==> src/rtl/sign_ext_pkg.sv <==
// sign_ext_pkg
//   Shared definitions for the RV32I immediate extender. The decoder and
//   control logic use the imm_type_e codes from here to select how the
//   immediate is assembled from an instruction word.
//   No ports (package).
package sign_ext_pkg;

    localparam int unsigned XLEN = 32;

    // Immediate format select. 3'b111 is reserved and decodes like IMM_NONE.
    typedef enum logic [2:0] {
        IMM_NONE  = 3'b000,
        IMM_I     = 3'b001,
        IMM_S     = 3'b010,
        IMM_B     = 3'b011,
        IMM_U     = 3'b100,
        IMM_J     = 3'b101,
        IMM_SHAMT = 3'b110,
        IMM_RSVD  = 3'b111
    } imm_type_e;

endpackage : sign_ext_pkg

==> src/rtl/sign_ext_if.sv <==
// sign_ext_if
//   Request/result bundle for the immediate extender.
//   Handshake: valid-only, no ready. The master asserts in_valid for
//   exactly the cycles whose instruct/imm_type must be decoded; every such
//   cycle is accepted at the next rising edge. out_valid is high for one
//   cycle per accepted request, one edge later. There is no back-pressure.
//   Signals:
//     imm_type  [2:0]  format select (sign_ext_pkg::imm_type_e codes)
//     instruct  [31:0] raw instruction word
//     in_valid         request qualifier
//     imm_out   [31:0] registered extended immediate
//     out_valid        imm_out holds a result from the previous edge
//   Modports: master (requester), slave (sign_ext).
interface sign_ext_if;
    import sign_ext_pkg::*;

    logic [2:0]      imm_type;
    logic [XLEN-1:0] instruct;
    logic            in_valid;
    logic [XLEN-1:0] imm_out;
    logic            out_valid;

    modport master (
        output imm_type,
        output instruct,
        output in_valid,
        input  imm_out,
        input  out_valid
    );

    modport slave (
        input  imm_type,
        input  instruct,
        input  in_valid,
        output imm_out,
        output out_valid
    );

endinterface : sign_ext_if

==> src/rtl/sign_ext_imm_decode.sv <==
// imm_decode
//   Purely combinational RV32I immediate assembly.
//   Ports:
//     instruct [31:0] in   raw instruction word
//     imm_type [2:0]  in   format select (imm_type_e codes)
//     imm      [31:0] out  extended immediate
//   Every sign-extended format takes its sign from instruct[31]. NONE,
//   reserved and any unknown select fall into the default branch and
//   produce zero.
module imm_decode
    import sign_ext_pkg::*;
(
    input  logic [XLEN-1:0] instruct,
    input  logic [2:0]      imm_type,
    output logic [XLEN-1:0] imm
);

    logic sgn;
    assign sgn = instruct[31];

    // The opcode field never contributes to an immediate.
    logic unused_opcode;
    assign unused_opcode = ^instruct[6:0];

    always_comb begin
        imm = '0;
        case (imm_type)
            IMM_I:     imm = {{20{sgn}}, instruct[31:20]};
            IMM_S:     imm = {{20{sgn}}, instruct[31:25], instruct[11:7]};
            IMM_B:     imm = {{19{sgn}}, instruct[31], instruct[7],
                              instruct[30:25], instruct[11:8], 1'b0};
            IMM_U:     imm = {instruct[31:12], 12'h000};
            IMM_J:     imm = {{11{sgn}}, instruct[31], instruct[19:12],
                              instruct[20], instruct[30:21], 1'b0};
            IMM_SHAMT: imm = {27'd0, instruct[24:20]};
            default:   imm = '0;
        endcase
    end

endmodule : imm_decode

==> src/rtl/sign_ext.sv <==
// sign_ext
//   Registered RV32I immediate extender with one clock of latency.
//   Ports:
//     clk    in  rising-edge clock
//     rst_n  in  asynchronous active-low reset (clears imm_out/out_valid)
//     bus    sign_ext_if.slave  request (imm_type, instruct, in_valid) and
//            result (imm_out, out_valid)
//   On an edge with in_valid=1 the decoded immediate is captured and
//   out_valid rises; with in_valid=0 imm_out keeps its last value and
//   out_valid drops.
module sign_ext
    import sign_ext_pkg::*;
(
    input  logic       clk,
    input  logic       rst_n,
    sign_ext_if.slave  bus
);

    logic [XLEN-1:0] imm_next;
    logic [XLEN-1:0] imm_q;
    logic            valid_q;

    imm_decode u_imm_decode (
        .instruct (bus.instruct),
        .imm_type (bus.imm_type),
        .imm      (imm_next)
    );

    always_ff @(posedge clk or negedge rst_n) begin
        if (!rst_n) begin
            imm_q   <= '0;
            valid_q <= 1'b0;
        end else begin
            valid_q <= bus.in_valid;
            if (bus.in_valid) begin
                imm_q <= imm_next;
            end
        end
    end

    assign bus.imm_out   = imm_q;
    assign bus.out_valid = valid_q;

endmodule : sign_ext

==> src/flat_wrapper.sv <==
// flat-port wrapper written by rule: the top's interface ports become plain ports
module sign_ext_flat import sign_ext_pkg::*;
  (clk, rst_n, bus_imm_type, bus_instruct, bus_in_valid, bus_imm_out, bus_out_valid);
  sign_ext_if bus_i ();
  input  logic clk;
  input  logic rst_n;
  input wire logic [$bits(bus_i.imm_type)-1:0] bus_imm_type;
  input wire logic [$bits(bus_i.instruct)-1:0] bus_instruct;
  input wire logic [$bits(bus_i.in_valid)-1:0] bus_in_valid;
  output wire logic [$bits(bus_i.imm_out)-1:0] bus_imm_out;
  output wire logic [$bits(bus_i.out_valid)-1:0] bus_out_valid;
  assign bus_i.imm_type = bus_imm_type;
  assign bus_i.instruct = bus_instruct;
  assign bus_i.in_valid = bus_in_valid;
  assign bus_imm_out = bus_i.imm_out;
  assign bus_out_valid = bus_i.out_valid;
  sign_ext u_core (.clk(clk), .rst_n(rst_n), .bus(bus_i));
endmodule
==> config.mk <==
export PLATFORM = sky130hd
export DESIGN_NAME = sign_ext_flat
export DESIGN_NICKNAME = d
export VERILOG_FILES = /design/src/rtl/sign_ext_pkg.sv /design/src/rtl/sign_ext_if.sv /design/src/rtl/sign_ext_imm_decode.sv /design/src/rtl/sign_ext.sv /design/src/flat_wrapper.sv
export SDC_FILE = /design/constraint.sdc
export NUM_CORES = 1
export LEC_CHECK = 0
export ABC_AREA = 1
export CORE_MARGIN = 10
export CORE_UTILIZATION = 37
export DETAILED_ROUTE_END_ITERATION = 8
export PLACE_DENSITY = 0.81
export SYNTH_ARGS = -nofsm -noshare
export SYNTH_HDL_FRONTEND = slang
export SYNTH_SLANG_ARGS = --single-unit
==> constraint.sdc <==
create_clock -name clk -period 0.8 [get_ports clk]
set_input_delay 0.16 -clock clk [delete_from_list [all_inputs] [get_ports clk]]
set_output_delay 0.16 -clock clk [all_outputs]
set_load 0.01 [all_outputs]
==> results of run 1 <==
-- cell families after synthesis --
group	after synthesis
AND/OR/NAND/NOR	163
flip-flops	33
buffers and inverters	16
AO/OA/AOI/OAI	2
-- layout make-up --
type / count / area, um^2
fill: 384 / 1530
sequential: 33 / 826
timing repair buffer: 93 / 793
multi-input combinational: 166 / 726
clock buffer: 7 / 96.3
tap: 50 / 62.6
inverter: 5 / 23.8
clock inverter: 1 / 5.00
-- cell usage in the layout (no fill, tap or decap), types with 2 or more instances in the layout --
cell type and count:
clkdlybuf4s50_1 23, buf_2 24, nand2_1 117, buf_4 21, clkbuf_2 3, nand3_1 30, clkbuf_8 7, nand4_1 3
dfrtp_1 33, nand2_2 9, buf_6 16, buf_12 3, nand2_4 2, dlygate4sd2_1 2, inv_2 3
-- registers in the layout, indices dropped and copies added (netlist names) --
signal                flops
u_core.bus.imm_out       32
u_core.bus.out_valid      1
-- layer usage --
| metal | track usage | up-vias | routed length (um) |
|---|---|---|---|
| met2 | 0.226 | 51 | 2340 |
| met4 | 0.0464 | 0 | 70 |
| li1 | - | 852 | - |
| met3 | 0.0583 | 8 | 388 |
| met5 | 0 | - | 0 |
| met1 | 0.152 | 761 | 2060 |
-- worst max-delay path by stage --
stage	start	to	slack [ns]	depth (start not counted)
6_report	u_core.bus.imm_out[20]	bus_imm_out[20]	-0.20	1
5_1_grt	u_core.bus.imm_out[20]	bus_imm_out[20]	-0.23	1
4_1_cts	u_core.bus.imm_out[20]	bus_imm_out[20]	-0.21	1
3_5_place_dp	bus_imm_type[1]	u_core.bus.imm_out[20]	-0.61	8
3_3_place_gp	bus_imm_type[2]	u_core.bus.imm_out[20]	-0.57	8
2_1_floorplan	bus_imm_type[2]	u_core.bus.imm_out[29]	0.01	8
-- power breakdown --
group / internal, mW / switching [mW] / leakage (nW) / total, mW
Combinational: 0.570 / 0.534 / 0.978 / 1.10
Clock: 0.777 / 0.594 / 0.0542 / 1.37
Sequential: 1.83 / 0.0928 / 0.426 / 1.92
Total: 3.17 / 1.22 / 1.46 / 4.39
-- what timing repair did --
item / in CTS / in global routing
endpoints found under the setup margin: 65 / 64
pin swaps: 1 / 9
gates resized for setup: 154 / 25
gates cloned: 1 / 0
buffers inserted: 9 / 9
==> key figures, run 1 <==
Pwr
  • Post-layout power: 4.39 mW
  • Leakage: 1.46 nW
  • IR drop worst, VDD: 832 uV
  • Pwr Density: 1730 nW/um^2

Yosys
  • Post-synth EDFFs: 0
  • Synth Net Count: 252
  • Simple-gate share of the synthesized area: 0.424
  • Synth Register Bits: 33
  • Adder-cell share of the synthesized area: 0
  • Main combinational cell family by area after synthesis: simple AND/OR/NAND/NOR gates
  • Count leader, synth: nand2_1
  • Area leader, netlist: dfrtp_1
  • Most frequent cells after synthesis: 125 x nand2_1, 33 x dfrtp_1, 30 x nand3_1
  • Synth Area per Inst: 7.36 um^2
  • Top cell type's share of synthesized area: 0.524
  • Synth Flop Type: dfrtp_1
  • Ys Warns: 0
  • Yosys cell types: 15
  • Post-synthesis xor/xnor area fraction: 0
  • Area contributors post-synth: dfrtp_1 52%, nand2_1 30%, nand3_1 9.5%
  • Synthesized instance count: 214
  • Seq/Total Area, Yosys: 0.524
  • Synth Cell Area: 1580 um^2
  • Compound-Gate Fraction of Synth Area: 0.00715
  • Mux cell area share after synthesis: 0
  • Fraction of registers with async set/reset: 1.00

STA
  • Rel. slew slack: 0.858
  • TNS Setup: -5.40 ns
  • Worst clock skew: 0 ns
  • Worst-margin pin slew: 0.214 ns
  • Final worst-path cycle share: 1.25
  • RSZ-0062 raised after global routing: yes
  • Period minus WS final: 1.00 ns
  • Slew Limit Fails: 0
  • Worst hold slack: 0.238 ns
  • Setup Viol. Count Final: 33
  • Min setup slack post-route: -0.201 ns
  • F_max: 0.999 GHz
  • Final hold violation count: 0

Critical path
  • Reg-to-reg setup timing slack: 0.01 ns
  • Worst R2R Start: u_core.bus.imm_out[4]
  • Reg2Reg Depth: 4
  • Crit path cell chain: buf_2
  • Crit-path leading delay family: flip-flops
  • Critical Path Sink Type: output port
  • Crit-path max cell delay: 0.41 ns
  • Crit path DAT: 0.84 ns
  • Crit path max fanout: 2
  • Startpoint types: flip-flop
  • WP buf/inv: 1
  • R2r endpoint: u_core.bus.imm_out[4]
  • Req. time, crit path: 0.64 ns
  • Setup Crit Path Kind: flip-flop to output port
  • Critical path's slowest cell: dfrtp_1

Placement
  • DP Worst Slack: -0.611 ns
  • Post-detail-place hpwl: 3.50 mm
  • I/O Buffers: 63
  • Placed Cells incl. Taps: 333
  • Placer Congestion: 0.839
  • DP Area: 2380 um^2

Clocking
  • CTS tree: built
  • Clk_lat worst skew: 0.28 ns
  • CTS Sinks: 33
  • Worst-case clock buffer depth: 2
  • Root Driver: clkbuf_8
  • Cts bufs inserted: 5
  • H-tree depth reported by CTS: 2
  • CTS Hold Bufs: 0
  • Worst-path clk slew: 0.07 ns

Finish
  • Final instance area: 2530 um^2
  • Area Growth Syn to Fin: 60.8%
  • Antenna diodes: 0
  • Post-Layout Cell Count: 355
  • Share of cells above drive strength 1: 0.302
  • Share of the core filled with cells: 0.624
  • Nets: 342

Floorplan
  • Die W: 85.3 um
  • Std-Cell Rows: 23
  • Starting Density: 0.388
  • Die ar.: 7270 um^2
  • I/O Pins: 71
  • Die Ht: 85.3 um
  • Core area: 4060 um^2

Global routing
  • Global-route wire length before repair: 8.26 mm
  • Largest net degree at the start of global routing: 34
  • Total gr overflow: 0
  • Global Route Usage Sum: 0.136
  • Antenna violations before repair: 0
  • Vias in the first global route: 1,728

Detailed routing
  • Vias: 1,672
  • Vias/cell: 4.71
  • Post-DR wirelength/cell: 13.7 um
  • WL final: 4.87 mm
  • Post-route ant nets: 0
  • TritonRoute pass-1 iters: 4
  • Remaining DRCs: 0
  • DRT iter0 DRCs: 124

Worst hold path
  • Hold Path Class: primary input to asynchronous set/reset pin

Outcome
  • Outcome: finished, violations left
  • Failing checks: negative setup slack

Flow run
  • # Max-Cap Violations: 0
No activity file was read; power rests on OpenSTA's default activity.
==> inputs of run 2 (changes only) <==
- ABC_AREA: 1 -> not set
- CORE_ASPECT_RATIO: not set -> 1.25
- CORE_UTILIZATION: 37 -> 38
- PLACE_DENSITY: 0.81 -> 0.82
- TNS_END_PERCENT: not set -> 100
==> run 2 against run 1 <==
Compared with the run above:
- die area is 1.3% higher
- critical endpoint is now bus_imm_out[4]
- largest power group unchanged
- first-iteration DRC count is 15% lower
- register-to-register slack worse by 0.10 ns
- design area is 28% higher
- clock-buffer cell count is 2 lower
- the run still ends with negative setup slack left
- highest routed layer unchanged
- sequential share of layout area is 7.1 points lower
- non-clock buffer count is 34 higher
- setup slack better by 0.0012 ns
==> key figures, run 2 <==
Outcome
  • Outcome: finished, violations left
  • Failing checks: negative setup slack

Yosys
  • Most frequent cells after synthesis: 33 x dfrtp_1, 20 x o2bb2ai_1, 12 x a32oi_1
  • Yosys cell types: 29
  • Synth Flop Type: dfrtp_1
  • Area leader, netlist: dfrtp_1
  • Synthesized instance count: 142
  • Top cell type's share of synthesized area: 0.503
  • Seq/Total Area, Yosys: 0.503
  • Ys Warns: 0
  • Fraction of registers with async set/reset: 1.00
  • Area contributors post-synth: dfrtp_1 50%, o2bb2ai_1 11%, a32oi_1 6.4%
  • Post-synth EDFFs: 0
  • Synth Area per Inst: 11.6 um^2
  • Count leader, synth: dfrtp_1
  • Synth Register Bits: 33
  • Synth Net Count: 180
  • Synth Cell Area: 1640 um^2

Clocking
  • Cts bufs inserted: 5
  • Worst-case clock buffer depth: 2
  • Worst-path clk slew: 0.07 ns
  • CTS tree: built
  • Root Driver: clkbuf_8
  • H-tree depth reported by CTS: 2
  • CTS Sinks: 33
  • CTS Hold Bufs: 0
  • Clk_lat worst skew: 0.29 ns

Critical path
  • WP buf/inv: 1
  • Startpoint types: flip-flop
  • Req. time, crit path: 0.64 ns
  • Reg2Reg Depth: 2
  • Critical Path Sink Type: output port
  • Setup Crit Path Kind: flip-flop to output port
  • Crit path cell chain: buf_2
  • Crit path depth: 1
  • Critical path's slowest cell: dfrtp_1
  • Crit path max fanout: 2
  • Worst R2R Start: u_core.bus.imm_out[10]
  • Reg-to-reg setup timing slack: -0.09 ns
  • Crit path DAT: 0.84 ns
  • CP startpoint: u_core.bus.imm_out[4]
  • Crit-path max cell delay: 0.40 ns
  • R2r endpoint: u_core.bus.imm_out[10]
  • Crit-path leading delay family: flip-flops

Worst hold path
  • Hold Path Class: primary input to asynchronous set/reset pin

Placement
  • DP Worst Slack: -1.04 ns
  • I/O Buffers: 63
  • Post-detail-place hpwl: 3.76 mm
  • Placer Congestion: 0.827
  • Placed Cells incl. Taps: 286

Finish
  • Multi-input logic area: 955 um^2
  • Area Growth Syn to Fin: 97.5%
  • Most common cell after layout, fill and taps aside: buf_4
  • Antenna diodes: 0
  • Share of cells above drive strength 1: 0.590
  • Most frequent cells in the layout: 40 x buf_4, 33 x dfrtp_1, 32 x buf_6, 17 x buf_2, 16 x clkdlybuf4s50_1
  • Post-Layout Cell Count: 317
  • Register area: 826 um^2
  • Share of the core filled with cells: 0.785
  • Max reg flops: 32
  • Nets: 298
  • Filler cell count: 246

STA
  • Worst hold slack: 0.222 ns
  • Worst-margin pin slew: 0.298 ns
  • F_max: 1.00 GHz
  • RSZ-0062 raised after global routing: yes
  • Setup Viol. Count Final: 62
  • Final worst-path cycle share: 1.25
  • Min setup slack post-route: -0.200 ns
  • TNS Setup: -8.39 ns
  • Slew Limit Fails: 0
  • Rel. slew slack: 0.798
  • Final hold violation count: 0
  • Worst clock skew: 0 ns
  • Period minus WS final: 1.00 ns

Global routing
  • Largest net degree at the start of global routing: 34
  • Antenna violations before repair: 0
  • Global-route wire length before repair: 9.22 mm
  • Vias in the first global route: 1,812
  • Global Route Usage Sum: 0.155
  • Total gr overflow: 0

Pwr
  • IR drop worst, VDD: 934 uV
  • Leakage: 1.51 nW
  • Pwr Density: 1700 nW/um^2

Floorplan
  • Std-Cell Rows: 26
  • I/O Pins: 71
  • Core area: 4130 um^2
  • Die W: 78.8 um
  • Die ar.: 7370 um^2
  • Starting Density: 0.397
  • Die Ht: 93.5 um

Detailed routing
  • Post-route ant nets: 0
  • Vias: 1,708
  • Remaining DRCs: 0
  • DRT iter0 DRCs: 106
  • Post-DR wirelength/cell: 20.2 um
  • Vias/cell: 5.39
  • TritonRoute pass-1 iters: 4
  • WL final: 6.41 mm

Flow run
  • # Max-Cap Violations: 0
## run 2: logic make-up (layout without fill, tap and decap cells)
family / Yosys count / count (layout) / share of synthesized area
AO/OA/AOI/OAI: 58 / 58 / 0.292
buffers and inverters: 18 / 137 / 0.0671
flip-flops: 33 / 33 / 0.503
multiplexers: 2 / 2 / 0.0137
AND/OR/NAND/NOR: 31 / 31 / 0.124
## run 2: per-layer routing
metal / track usage / up-vias / wire length (um)
met5: 0 / - / 0
met4: 0.0449 / 0 / 115
met3: 0.0479 / 11 / 316
met2: 0.274 / 57 / 3360
met1: 0.173 / 853 / 2610
li1: - / 787 / -
## run 2: final cells by class
class                      count  area share
clock buffer                   5      0.0212
clock inverter                 3      0.0201
inverter                       2     0.00232
multi-input combinational     91       0.294
sequential                    33       0.255
tap                           56      0.0216
timing repair buffer         127       0.386
## run 2: repair_timing
item,in CTS,in global routing
buffers inserted,17,15
setup endpoints to repair,65,65
cloned,2,2
pin swaps,30,28
gates resized for setup,200,39
## run 2: worst max-delay path by stage
stage	end	slack, ns
4_1_cts	bus_imm_out[5]	-0.19
3_5_place_dp	u_core.bus.imm_out[17]	-1.04
6_report	bus_imm_out[4]	-0.20
5_1_grt	bus_imm_out[4]	-0.23
2_1_floorplan	u_core.bus.imm_out[10]	-0.15
3_3_place_gp	u_core.bus.imm_out[18]	-0.93
## run 2: power breakdown
part	leakage (nW)	total [mW]	switching (mW)	internal, mW
clock network	0.0681	1.90	0.659	1.24
registers	0.422	1.94	0.112	1.83
logic	1.02	1.66	0.700	0.965
## run 2: per-stage QoR
stage          power [mW]  area (um^2)
2_1_floorplan        2.45         1720
3_3_place_gp         3.26         2660
3_5_place_dp         3.29         2660
4_1_cts              5.31         3000
5_1_grt              5.71         3240
6_report             5.51         3240
==> inputs of run 3 (changes only) <==
- SKIP_LAST_GASP: not set -> 1
==> run 3 against run 2 <==
Compared with the run above:
- the flow still finishes with violations (negative setup slack)
- global-route usage hardly changed
- clock-buffer cell count stayed put
- combinational power is 4% lower
- via count is 0.88% higher
- register-to-register slack hardly changed
- sequential share of layout area is 0.71 points higher
- power is 1.5% lower
- routed wire length is 3.3% lower
- critical path depth is 6 higher
- non-clock buffer count is 3 lower
- setup slack worse by 0.0055 ns
==> key figures, run 3 (synthesized netlist as in run 2, its figures left out) <==
STA
  • Worst hold slack: 0.229 ns
  • Rel. slew slack: 0.758
  • Final worst-path cycle share: 1.26
  • Slew Limit Fails: 0
  • Min setup slack post-route: -0.205 ns
  • F_max: 0.995 GHz
  • Setup Viol. Count Final: 60
  • Worst clock skew: 0 ns
  • Final hold violation count: 0
  • Period minus WS final: 1.01 ns
  • Worst-margin pin slew: 0.362 ns
  • RSZ-0062 raised after global routing: yes

Detailed routing
  • DRT iter0 DRCs: 97
  • Vias/cell: 5.49
  • Post-DR wirelength/cell: 19.7 um
  • Met2 WL: 3.32 mm
  • Routed metal-1 wirelength: 2.48 mm
  • Post-route ant nets: 0
  • Met3 WL: 343 um
  • TritonRoute pass-1 iters: 4
  • Remaining DRCs: 0
  • Highest routed layer: met4
  • WL final: 6.19 mm
  • Vias: 1,723

Clocking
  • Root Driver: clkbuf_8
  • Worst-path clk slew: 0.07 ns
  • Clk_lat worst skew: 0.29 ns
  • CTS tree: built
  • CTS Hold Bufs: 0
  • CTS Sinks: 33
  • H-tree depth reported by CTS: 2
  • Cts bufs inserted: 5
  • Worst-case clock buffer depth: 2

Floorplan
  • Die W: 78.8 um
  • Starting Density: 0.397
  • Die ar.: 7370 um^2
  • Std-Cell Rows: 26
  • Die Ht: 93.5 um
  • I/O Pins: 71
  • Core area: 4130 um^2

Pwr
  • Leakage: 1.48 nW
  • IR drop worst, VDD: 991 uV
  • Pwr Density: 1720 nW/um^2

Critical path
  • Worst R2R Start: u_core.bus.imm_out[31]
  • Crit-path max cell delay: 0.28 ns
  • Crit path DAT: 1.22 ns
  • Critical Path Sink: u_core.bus.imm_out[29]
  • Crit-path leading delay family: buffers and inverters
  • Setup Crit Path Kind: primary input to flip-flop
  • Crit path max fanout: 7
  • CP most frequent cell: buf_6
  • CP startpoint: bus_imm_type[1]
  • Critical Path Sink Type: flip-flop
  • Reg2Reg Depth: 4
  • Crit path cell chain: buf_8 > buf_6 > buf_6 > nor3b_4 > clkbuf_16 > a32oi_1 > o2bb2ai_1
  • Reg-to-reg setup timing slack: -0.08 ns
  • WP buf/inv: 4
  • Crit path depth: 7
  • R2r endpoint: u_core.bus.imm_out[31]
  • Startpoint types: primary input
  • Req. time, crit path: 1.01 ns
  • Critical path's slowest cell: nor3b_4

Placement
  • Placer Congestion: 0.827
  • Post-detail-place hpwl: 3.76 mm
  • DP Area: 2660 um^2
  • I/O Buffers: 63

Finish
  • Most common cell after layout, fill and taps aside: buf_4
  • Antenna diodes: 0
  • Max reg flops: 32
  • Most frequent cells in the layout: 40 x buf_4, 33 x dfrtp_1, 30 x buf_6, 17 x buf_2, 16 x clkdlybuf4s50_1
  • Area Growth Syn to Fin: 92.1%
  • Share of cells above drive strength 1: 0.566
  • Nets: 295
  • Final instance area: 3150 um^2

Global routing
  • Global Route Usage Sum: 0.155
  • Largest net degree at the start of global routing: 34
  • Vias in the first global route: 1,796
  • Global-route wire length before repair: 9.22 mm
  • Antenna violations before repair: 0
  • Total gr overflow: 0

Outcome
  • Outcome: finished, violations left
  • Failing checks: negative setup slack

Worst hold path
  • Hold Path Class: primary input to asynchronous set/reset pin

Flow run
  • # Max-Cap Violations: 0
## run 3: changes by cell type in the layout (fill, tap and decap cells not counted)
cell           before  now
buf_6              32   30
and2b_2             0    1
dlygate4sd2_1       4    3
o2bb2ai_2          14   12
a32oi_2             9    6
a32oi_1             3    6
buf_12              6    5
o2bb2ai_1           6    8
nand3_2             1    0
nand3_1             0    1
and2b_4             1    0
clkbuf_2            0    1
## run 3: worst min path at each step
stage | end | slack, ns | start
floorplan | u_core.bus.imm_out[0] | -0.14 | rst_n
global placement | u_core.bus.imm_out[24] | 0.47 | u_core.bus.imm_out[24]
detailed placement | u_core.bus.imm_out[24] | 0.48 | u_core.bus.imm_out[24]
CTS | u_core.bus.imm_out[7] | 0.24 | rst_n
global route | u_core.bus.imm_out[10] | 0.26 | rst_n
finish | u_core.bus.imm_out[26] | 0.23 | rst_n
## run 3: per-layer routing
layer / global-route usage / up-vias
li1: - / 787
met1: 0.175 / 875
met2: 0.273 / 55
met3: 0.0460 / 6
met4: 0.0449 / 0
met5: 0 / -
## run 3: metrics by stage
stage	worst slack [ns]	utilization	cells	setup TNS [ns]	power, mW
floorplan	-0.152	-	142	-4.13	2.45
global placement	-0.926	0.643	286	-33.09	3.26
detailed placement	-1.04	0.643	286	-34.92	3.29
CTS	-0.193	0.720	311	-7.87	5.29
global route	-0.256	0.763	314	-10.20	5.65
finish	-0.205	0.763	314	-8.32	5.42
## run 3: where the power goes
| part | switching (mW) | internal [mW] |
|---|---|---|
| registers | 0.111 | 1.83 |
| logic | 0.667 | 0.925 |
| clock network | 0.648 | 1.24 |
| total | 1.43 | 3.99 |
## run 3: cell type report
type / count / area, um^2
flip-flops and latches: 33 / 826
clock inverters: 3 / 65.1
multi-input cells: 91 / 913
repair buffers: 124 / 1200
inverters: 2 / 7.51
clock buffers: 5 / 68.8
well taps: 56 / 70.1
fillers: 270 / 977
## run 3: worst register-to-register path, delay by kind of cell (launching register included)
kind / cells / cell delay, ns
buffers and inverters: 2 / 0.25
flip-flops: 1 / 0.39
AND/OR/NAND/NOR: 2 / 0.13
## run 3: what timing repair did
action,4_1_cts,5_1_grt
setup endpoints to repair,65,65
pin swaps,29,23
gates cloned,2,2
endpoints found under the hold margin,0,0
buffers inserted,17,12
resized for setup,196,35
